--- config.mk ---
export PLATFORM = sky130hd
export DESIGN_NAME = cond_logic_wb
export DESIGN_NICKNAME = d
export VERILOG_FILES = /design/src/rtl/cond_logic_wb.sv
export SDC_FILE = /design/constraint.sdc
export NUM_CORES = 1
export LEC_CHECK = 0
export BUFFER_PORTS_ARGS = -buffer_cell sky130_fd_sc_hd__buf_2
export CAP_MARGIN = 40
export CELL_PAD_IN_SITES_DETAIL_PLACEMENT = 1
export CELL_PAD_IN_SITES_GLOBAL_PLACEMENT = 2
export CORE_UTILIZATION = 36
export CTS_BUF_LIST = sky130_fd_sc_hd__clkbuf_8
export CTS_CLUSTER_SIZE = 16
export DETAILED_ROUTE_END_ITERATION = 6
export GPL_TIMING_DRIVEN = 0
export MAX_ROUTING_LAYER = met4
export PLACE_DENSITY = 0.85
export SKIP_LAST_GASP = 1
export SLEW_MARGIN = 20
export SYNTH_ARGS = -nofsm -noshare
export SYNTH_HDL_FRONTEND = slang
export SYNTH_SLANG_ARGS = --single-unit
--- constraint.sdc ---
create_clock -name clk -period 5.8 [get_ports clk]
set_input_delay 0 -clock clk [delete_from_list [all_inputs] [get_ports clk]]
set_output_delay 0 -clock clk [all_outputs]
set_load 0.01 [all_outputs]
--- src/rtl/cond_logic_wb.sv ---
// Writeback conditional-execution unit: holds NZCV, decides commit/redirect,
// and squashes the wrong-path instructions behind a taken branch.
module cond_logic_wb #(
  parameter int SQUASH_CYCLES = 4,
  parameter int CNT_W         = 16
) (
  input  logic             clk,
  input  logic             reset,
  input  logic [3:0]       CondW,
  input  logic [3:0]       ALUFlagsW,
  input  logic             FlagsWriteW,
  input  logic             BranchW,
  input  logic             RegWriteW,
  output logic             PCSrc,
  output logic             CondExW,
  output logic             RegWriteEnW,
  output logic [3:0]       Flags,
  output logic             SquashActive,
  output logic [CNT_W-1:0] BranchCount
);

  localparam int SQW = $clog2(SQUASH_CYCLES + 1);
  localparam logic [SQW-1:0] SQ_LOAD = SQW'(SQUASH_CYCLES);
  localparam logic [SQW-1:0] SQ_LAST = SQW'(1);
  localparam logic [CNT_W-1:0] CNT_MAX = {CNT_W{1'b1}};

  typedef enum logic {
    RUN    = 1'b0,
    SQUASH = 1'b1
  } state_t;

  state_t         state;
  logic [SQW-1:0] cnt;
  logic           flag_n, flag_z, flag_c, flag_v;
  logic           pass;

  assign {flag_n, flag_z, flag_c, flag_v} = Flags;

  // Condition is checked against the registered flags only; no bypass from ALUFlagsW.
  always_comb begin
    pass = 1'b1;
    case (CondW)
      4'b0000: pass = flag_z;
      4'b0001: pass = !flag_z;
      4'b0010: pass = flag_c;
      4'b0011: pass = !flag_c;
      4'b0100: pass = flag_n;
      4'b0101: pass = !flag_n;
      4'b0110: pass = flag_v;
      4'b0111: pass = !flag_v;
      4'b1000: pass = flag_c && !flag_z;
      4'b1001: pass = !flag_c || flag_z;
      4'b1010: pass = (flag_n == flag_v);
      4'b1011: pass = (flag_n != flag_v);
      4'b1100: pass = !flag_z && (flag_n == flag_v);
      4'b1101: pass = flag_z || (flag_n != flag_v);
      default: pass = 1'b1;
    endcase
  end

  // reset appears here so nothing commits while the unit is held in reset.
  assign CondExW      = reset && pass && (state == RUN);
  assign PCSrc        = BranchW && CondExW;
  assign RegWriteEnW  = RegWriteW && CondExW;
  assign SquashActive = (state == SQUASH);

  always_ff @(posedge clk or negedge reset) begin
    if (!reset) begin
      state       <= RUN;
      cnt         <= '0;
      Flags       <= 4'b0000;
      BranchCount <= '0;
    end else begin
      if (FlagsWriteW && CondExW) begin
        Flags <= ALUFlagsW;
      end
      if (PCSrc && (BranchCount != CNT_MAX)) begin
        BranchCount <= BranchCount + CNT_W'(1);
      end
      case (state)
        RUN: begin
          if (PCSrc) begin
            state <= SQUASH;
            cnt   <= SQ_LOAD;
          end
        end
        SQUASH: begin
          // Branches seen here are wrong-path, so they never restart the window.
          if (cnt == SQ_LAST) begin
            state <= RUN;
            cnt   <= '0;
          end else begin
            cnt <= cnt - SQW'(1);
          end
        end
        default: begin
          state <= RUN;
          cnt   <= '0;
        end
      endcase
    end
  end

endmodule

## Yosys cells after proc, flatten, opt, wreduce, memory -nomap -nowiden

Cells that the tools add are included.

- Add/subtract/negate cells: 2
- Equal/unequal tests: 18
- Muxes and demuxes: 7
- Bitwise operators: 1
- Reductions and logical operators: 15

Operators by type and width:

| operator | number |
|---|---|
| equality test 4 bit, second input constant | 6 |
| adder 16 x 1 -> 16 bit, second input constant | 1 |
| equality test 4 x 3 -> 1 bit, second input constant | 4 |
| inequality test 16 bit, second input constant | 1 |
| one-hot mux 1 bit (14 select lines) | 1 |
| equality test 4 x 2 -> 1 bit, second input constant | 2 |
| logical AND 1 bit | 8 |
| 2-to-1 mux 3 bit | 2 |
| one-hot mux 3 bit (2 select lines) | 1 |
| equality test 4 x 1 -> 1 bit, second input constant | 1 |
| zero test 1 bit | 4 |
| zero test 4 bit | 1 |
| equality test 3 x 1 -> 1 bit, second input constant | 1 |
| subtractor 3 x 1 -> 3 bit, second input constant | 1 |
| logical OR 1 bit | 2 |
| 2-to-1 mux 1 bit | 2 |
| inequality test 2 bit, second input constant | 1 |
| one-hot mux 1 bit (2 select lines) | 1 |
| equality test 1 bit | 1 |
| inequality test 1 bit | 1 |
| NOT 1 bit | 1 |

- Register bits: 24
- Input bits: 13
- Output and inout port bits: 24
- Word-level logic and storage cells: 47

## Logic depth before layout (Yosys ltp)

- Depth after elaboration: 8
- Gate-level depth with buffers: 8

## Worst setup path before layout

No wires, ideal clock.

- Path type: register to register
- Start point: register Flags[0]
- End point: register Flags[2]
- Setup time: 0.127 ns
- Arrival time: 1.876 ns
- Required time: 5.673 ns
- Slack: 3.796 ns
- Cell stages (with the launch flop): 8
- Path buffers: 1
- Clock period less this slack: 2.004 ns
- Path through: dfrtp_1 -> xnor2_1 -> a2111oi_0 -> o21ai_1 -> nand3_1 -> and3_1 -> buf_6 -> mux2_1

- Word-level cells in the longest chain between the ends: 6
- Elaborated cells between the ends (all ways): 9
- Classes of those cells: 2 x eq/ne; 1 x mux; 6 x reduce/logical

RTL lines:

| element | line | text |
|---|---|---|
| start: declaration | 17 | `output logic [3:0] Flags,` |
| start signal: assignment | 75 | `Flags <= ALUFlagsW;` |
| inequality test 1 bit / equality test 1 bit (equally long branches) | n/a |  |
| logical OR 1 bit / logical AND 1 bit (equally long branches) | 56, 55 |  |
| one-hot mux 1 bit (14 select lines) (*) | 42 | `case (CondW)` |
| logical AND 1 bit (*) (2 in series) | 62 | `assign CondExW = reset && pass && (state == RUN);` |
| logical AND 1 bit (*) | 74 | `if (FlagsWriteW && CondExW) begin` |

Every way passes the cells marked *; elsewhere a longest branch is shown, timed or not.
A chain may end at the register's enable or synchronous reset.

## Worst setup path after layout

- Start point: input reset
- End point: register BranchCount[1]

- Word-level cells in the longest chain between the ends: 4

RTL lines:

| element | line | text |
|---|---|---|
| start: declaration | 8 | `input logic reset,` |
| logical AND 1 bit (2 in series) | 62 |  |
| logical AND 1 bit | 63 | `assign PCSrc = BranchW && CondExW;` |
| logical AND 1 bit | 77 | `if (PCSrc && (BranchCount != CNT_MAX)) begin` |
| end signal: assignment | 78 | `BranchCount <= BranchCount + CNT_W'(1);` |
| end: declaration | 19 | `output logic [CNT_W-1:0] BranchCount` |

No other way between the ends.

==> impl_metrics.toml <==
[global_routing]
grt-ovfl-total = 0
grt_usage_pct = 17.8
grt_pass1_vias = 1158
grt_pass1_wl_um = 5360
antenna_found_initial = 0
grt_max_degree = 26

[power]
p_per_area_mw_per_mm2 = 343
p_int_uw = 372
pwr-share-clk_pct = 19.6
p_leak_uw = 0.000805
switchingPower_uw = 211
p_sw_share_pct = 36.2
ir_worst_vdd_mv = 0.222
p_comb_share_pct = 35.9
seqPwrFrac_pct = 44.5

[sta]
fmax_mhz = 461
relSlewSlack_pct = 61.9
setup_violations = 0
setup-tns-final_ns = 0
final_max_slew_viol_count = 0
rsz0062_at_grt = "no"
hold_violations = 0
timing.final.crit_share_pct = 37.4
period_minus_slack_ns = 2.17
tightest_slew_ns = 0.567
whs_ns = 0.189
skew_ns = 0.00655

[synthesis]
syn_area_sq_mm = 0.00137
ys_seq_area_share_pct = 43.9
yosys.area_share.adder_pct = 2.74
synthMuxAreaShare_pct = 6.12
synth-xor-area-share_pct = 10.9
synth-simple-area-share_pct = 20.2
synthArstFlopShare_pct = 100
synthCells = 126
synth_top_family_by_area = "simple AND/OR/NAND/NOR gates"
ys_warn_count = 0
synth_compound_area_share_pct = 11.1
synth-main-ff-cell = "dfrtp_1"
synth.area.top_cells = "dfrtp_1, xnor2_1, nand4_1"
synth_fp_nets = 142
syn_area_per_cell_sq_um = 10.9
yosys.area.top_type = "dfrtp_1"
synth_edf_count = 0
synth_top_area_share_pct = 43.9
synth_cell_types = 38
synth_seq_cells = 24

[place]
gp_congestion = 0.769
hpwl_um = 2410
io_buffers = 34

[clock_network]
cts_sinks = 24
cts_buffer_depth = 2
clock_latency_ns = 0.27
numCtsBuffers = 3
clockRootBuffer = "clkbuf_8"
cts_tree = "yes"
h-tree-depth = 1
path_clk_slew_ns = 0.08

[routing]
viasPerCell = 5.12
vias = 1110
drc = 0
drt_iter0_markers = 17
met3_length_um = 102
ant_nets = 0
drt_first_pass_iters = 3
met2_length_um = 1650
wire_per_inst_um = 14.7
wl_met1_um = 1410
wl_um = 3190
top_layer = "met4"

[worst_setup_path]
worstPathMaxFanout = 25
crit_family = "buffers and inverters"
cp-end-kind = "flip-flop"
r2r-start = "Flags[0]$_DFFE_PN0P_"
critPathKind = "input port to flip-flop"
cp_slowest_cell = "dlygate4sd3_1"
cp.arrival_ns = 2.32
worst_ep_required_time_ns = 5.96
cp_num_buf_inv = 2
critPathMaxStageDelay_ns = 0.52
critPathLaunch = "reset"
crit_chain = "dlygate4sd3_1 -> buf_2 -> nor2b_1 -> nand2_1 -> a31o_2 -> a31oi_4 -> mux2_1"
start_kind = "input port"

[floorplanning]
initial_core_util_pct = 37.4
io_pins = 37
dieArea_sq_mm = 0.00405
num_rows = 22
coreArea_sq_mm = 0.00366
dieHeight_um = 63.7
die_width_um = 63.7

[cells_and_area]
nets = 186
fillers = 428
area_growth_syn_to_layout_pct = 24.5
drive_above_1_share_pct = 30.2
num_antenna_cells = 0

[worst_hold_path]
hold_class = "input port to flip-flop"
hold_start = "BranchW"

[flow_run]
maxCapViolations = 0

[status]
status = "complete, no violations"
[area by class of cell]
class / count / area [sq um] / share of cell area (%)
Timing Repair Buffer: 39 / 220 / 12.9
Tap cell: 48 / 60.1 / 3.52
Sequential cell: 24 / 601 / 35.2
Inverter: 7 / 26.3 / 1.54
Buffer: 5 / 43.8 / 2.57
Multi-Input combinational cell: 90 / 698 / 41.0
Clock buffer: 4 / 55.1 / 3.23
[per-stage QoR]
step           cells  setup slack (ns)  cell area (sq um)  total power, uW  util (%)
2_1_floorplan    126              3.80               1370              396         -
3_3_place_gp     208              3.67               1600              463      43.7
3_5_place_dp     208              3.65               1600              474      43.7
4_1_cts          217              3.57               1700              593      46.5
5_1_grt          217              3.43               1700              627      46.5
6_report         217              3.63               1700              584      46.5
[cell usage in the layout (no fill, tap or decap), types with 2 or more instances in the layout]
master / count
nor2_1: 3
dlygate4sd3_1: 5
nor3_1: 2
xnor2_1: 15
ha_1: 3
mux2_1: 3
and2_1: 2
buf_2: 36
dfrtp_1: 24
nor3b_1: 2
xor2_1: 2
mux2_4: 2
clkbuf_8: 4
o21ai_0: 3
nand3_1: 6
o22ai_1: 2
inv_1: 7
nand4_1: 9
nand2_1: 10
mux2i_1: 2
buf_6: 3
nor4b_1: 2
and3_1: 5
[repair_timing]
item                                   4_1_cts  5_1_grt
setup endpoints to repair                    0        0
gates resized for setup                      0        0
endpoints found under the hold margin       28        0
hold buffers                                 5        0
buffers inserted                             0        0
[power groups by stage]
| stage | Clock (uW) | Combinational (uW) | Sequential (uW) |
|---|---|---|---|
| after floorplan | 0 | 131 | 265 |
| after global placement | 0 | 203 | 260 |
| after detailed placement | 0 | 211 | 263 |
| after CTS | 118 | 214 | 260 |
| after global routing | 125 | 233 | 269 |
| final | 115 | 210 | 260 |
[per-layer routing]
layer  vias up  global-route usage, %
li1        532                      -
met1       556                   19.8
met3         4                   4.35
met4         0                   5.11
met2        18                   31.3
met5         -                      -
[state kept, by name, summed over array words and instances (netlist names)]
| name | count |
|---|---|
| Flags | 4 |
| BranchCount | 16 |
| SquashActive | 1 |
| cnt | 3 |
[worst reg2reg max path, cell delays in order, from the launching register on]
cell,delay (ns)
dfrtp_1,0.46
xnor2_1,0.18
a2111oi_0,0.41
o21ai_1,0.20
nand3_1,0.15
and3_1,0.18
buf_6,0.12
mux2_1,0.31
[kinds of logic (layout without fill, tap and decap cells)]
logic type / after synthesis / in the layout
and+or+nand+nor: 47 / 47
DFF: 24 / 24
xor gates and xnor gates: 17 / 17
AOI/OAI and AO/OA: 16 / 16
buffers and inverters: 12 / 55
muxes: 7 / 7
adders and majority gates: 3 / 3
[synthesized netlist by cell type (all sizes together) (2+ instances only)]
library cell,n
mux2i,2
xor2,2
nor4b,2
nor2,3
dfrtp,24
nor3b,2
o22ai,2
xnor2,15
nand2,10
o21ai,4
a31oi,2
nand3,6
nor3,2
and3,5
nand4,9
mux2,5
inv,7
and2,2
ha,3
buf,5
[final timing paths]
check / to / slack [ns] / cells after the start
hold reg to reg: BranchCount[6]$_DFFE_PN0P_ / 0.49 / 1
setup reg to reg: Flags[3]$_DFFE_PN0P_ / 3.67 / 7
min in group asynchronous: BranchCount[13]$_DFFE_PN0P_ / 0.25 / 2
hold / removal: BranchCount[9]$_DFFE_PN0P_ / 0.19 / 5
max in group asynchronous: BranchCount[9]$_DFFE_PN0P_ / 5.17 / 2
setup / recovery: BranchCount[1]$_DFFE_PN0P_ / 3.63 / 7
(Power assumes the default switching activity.)
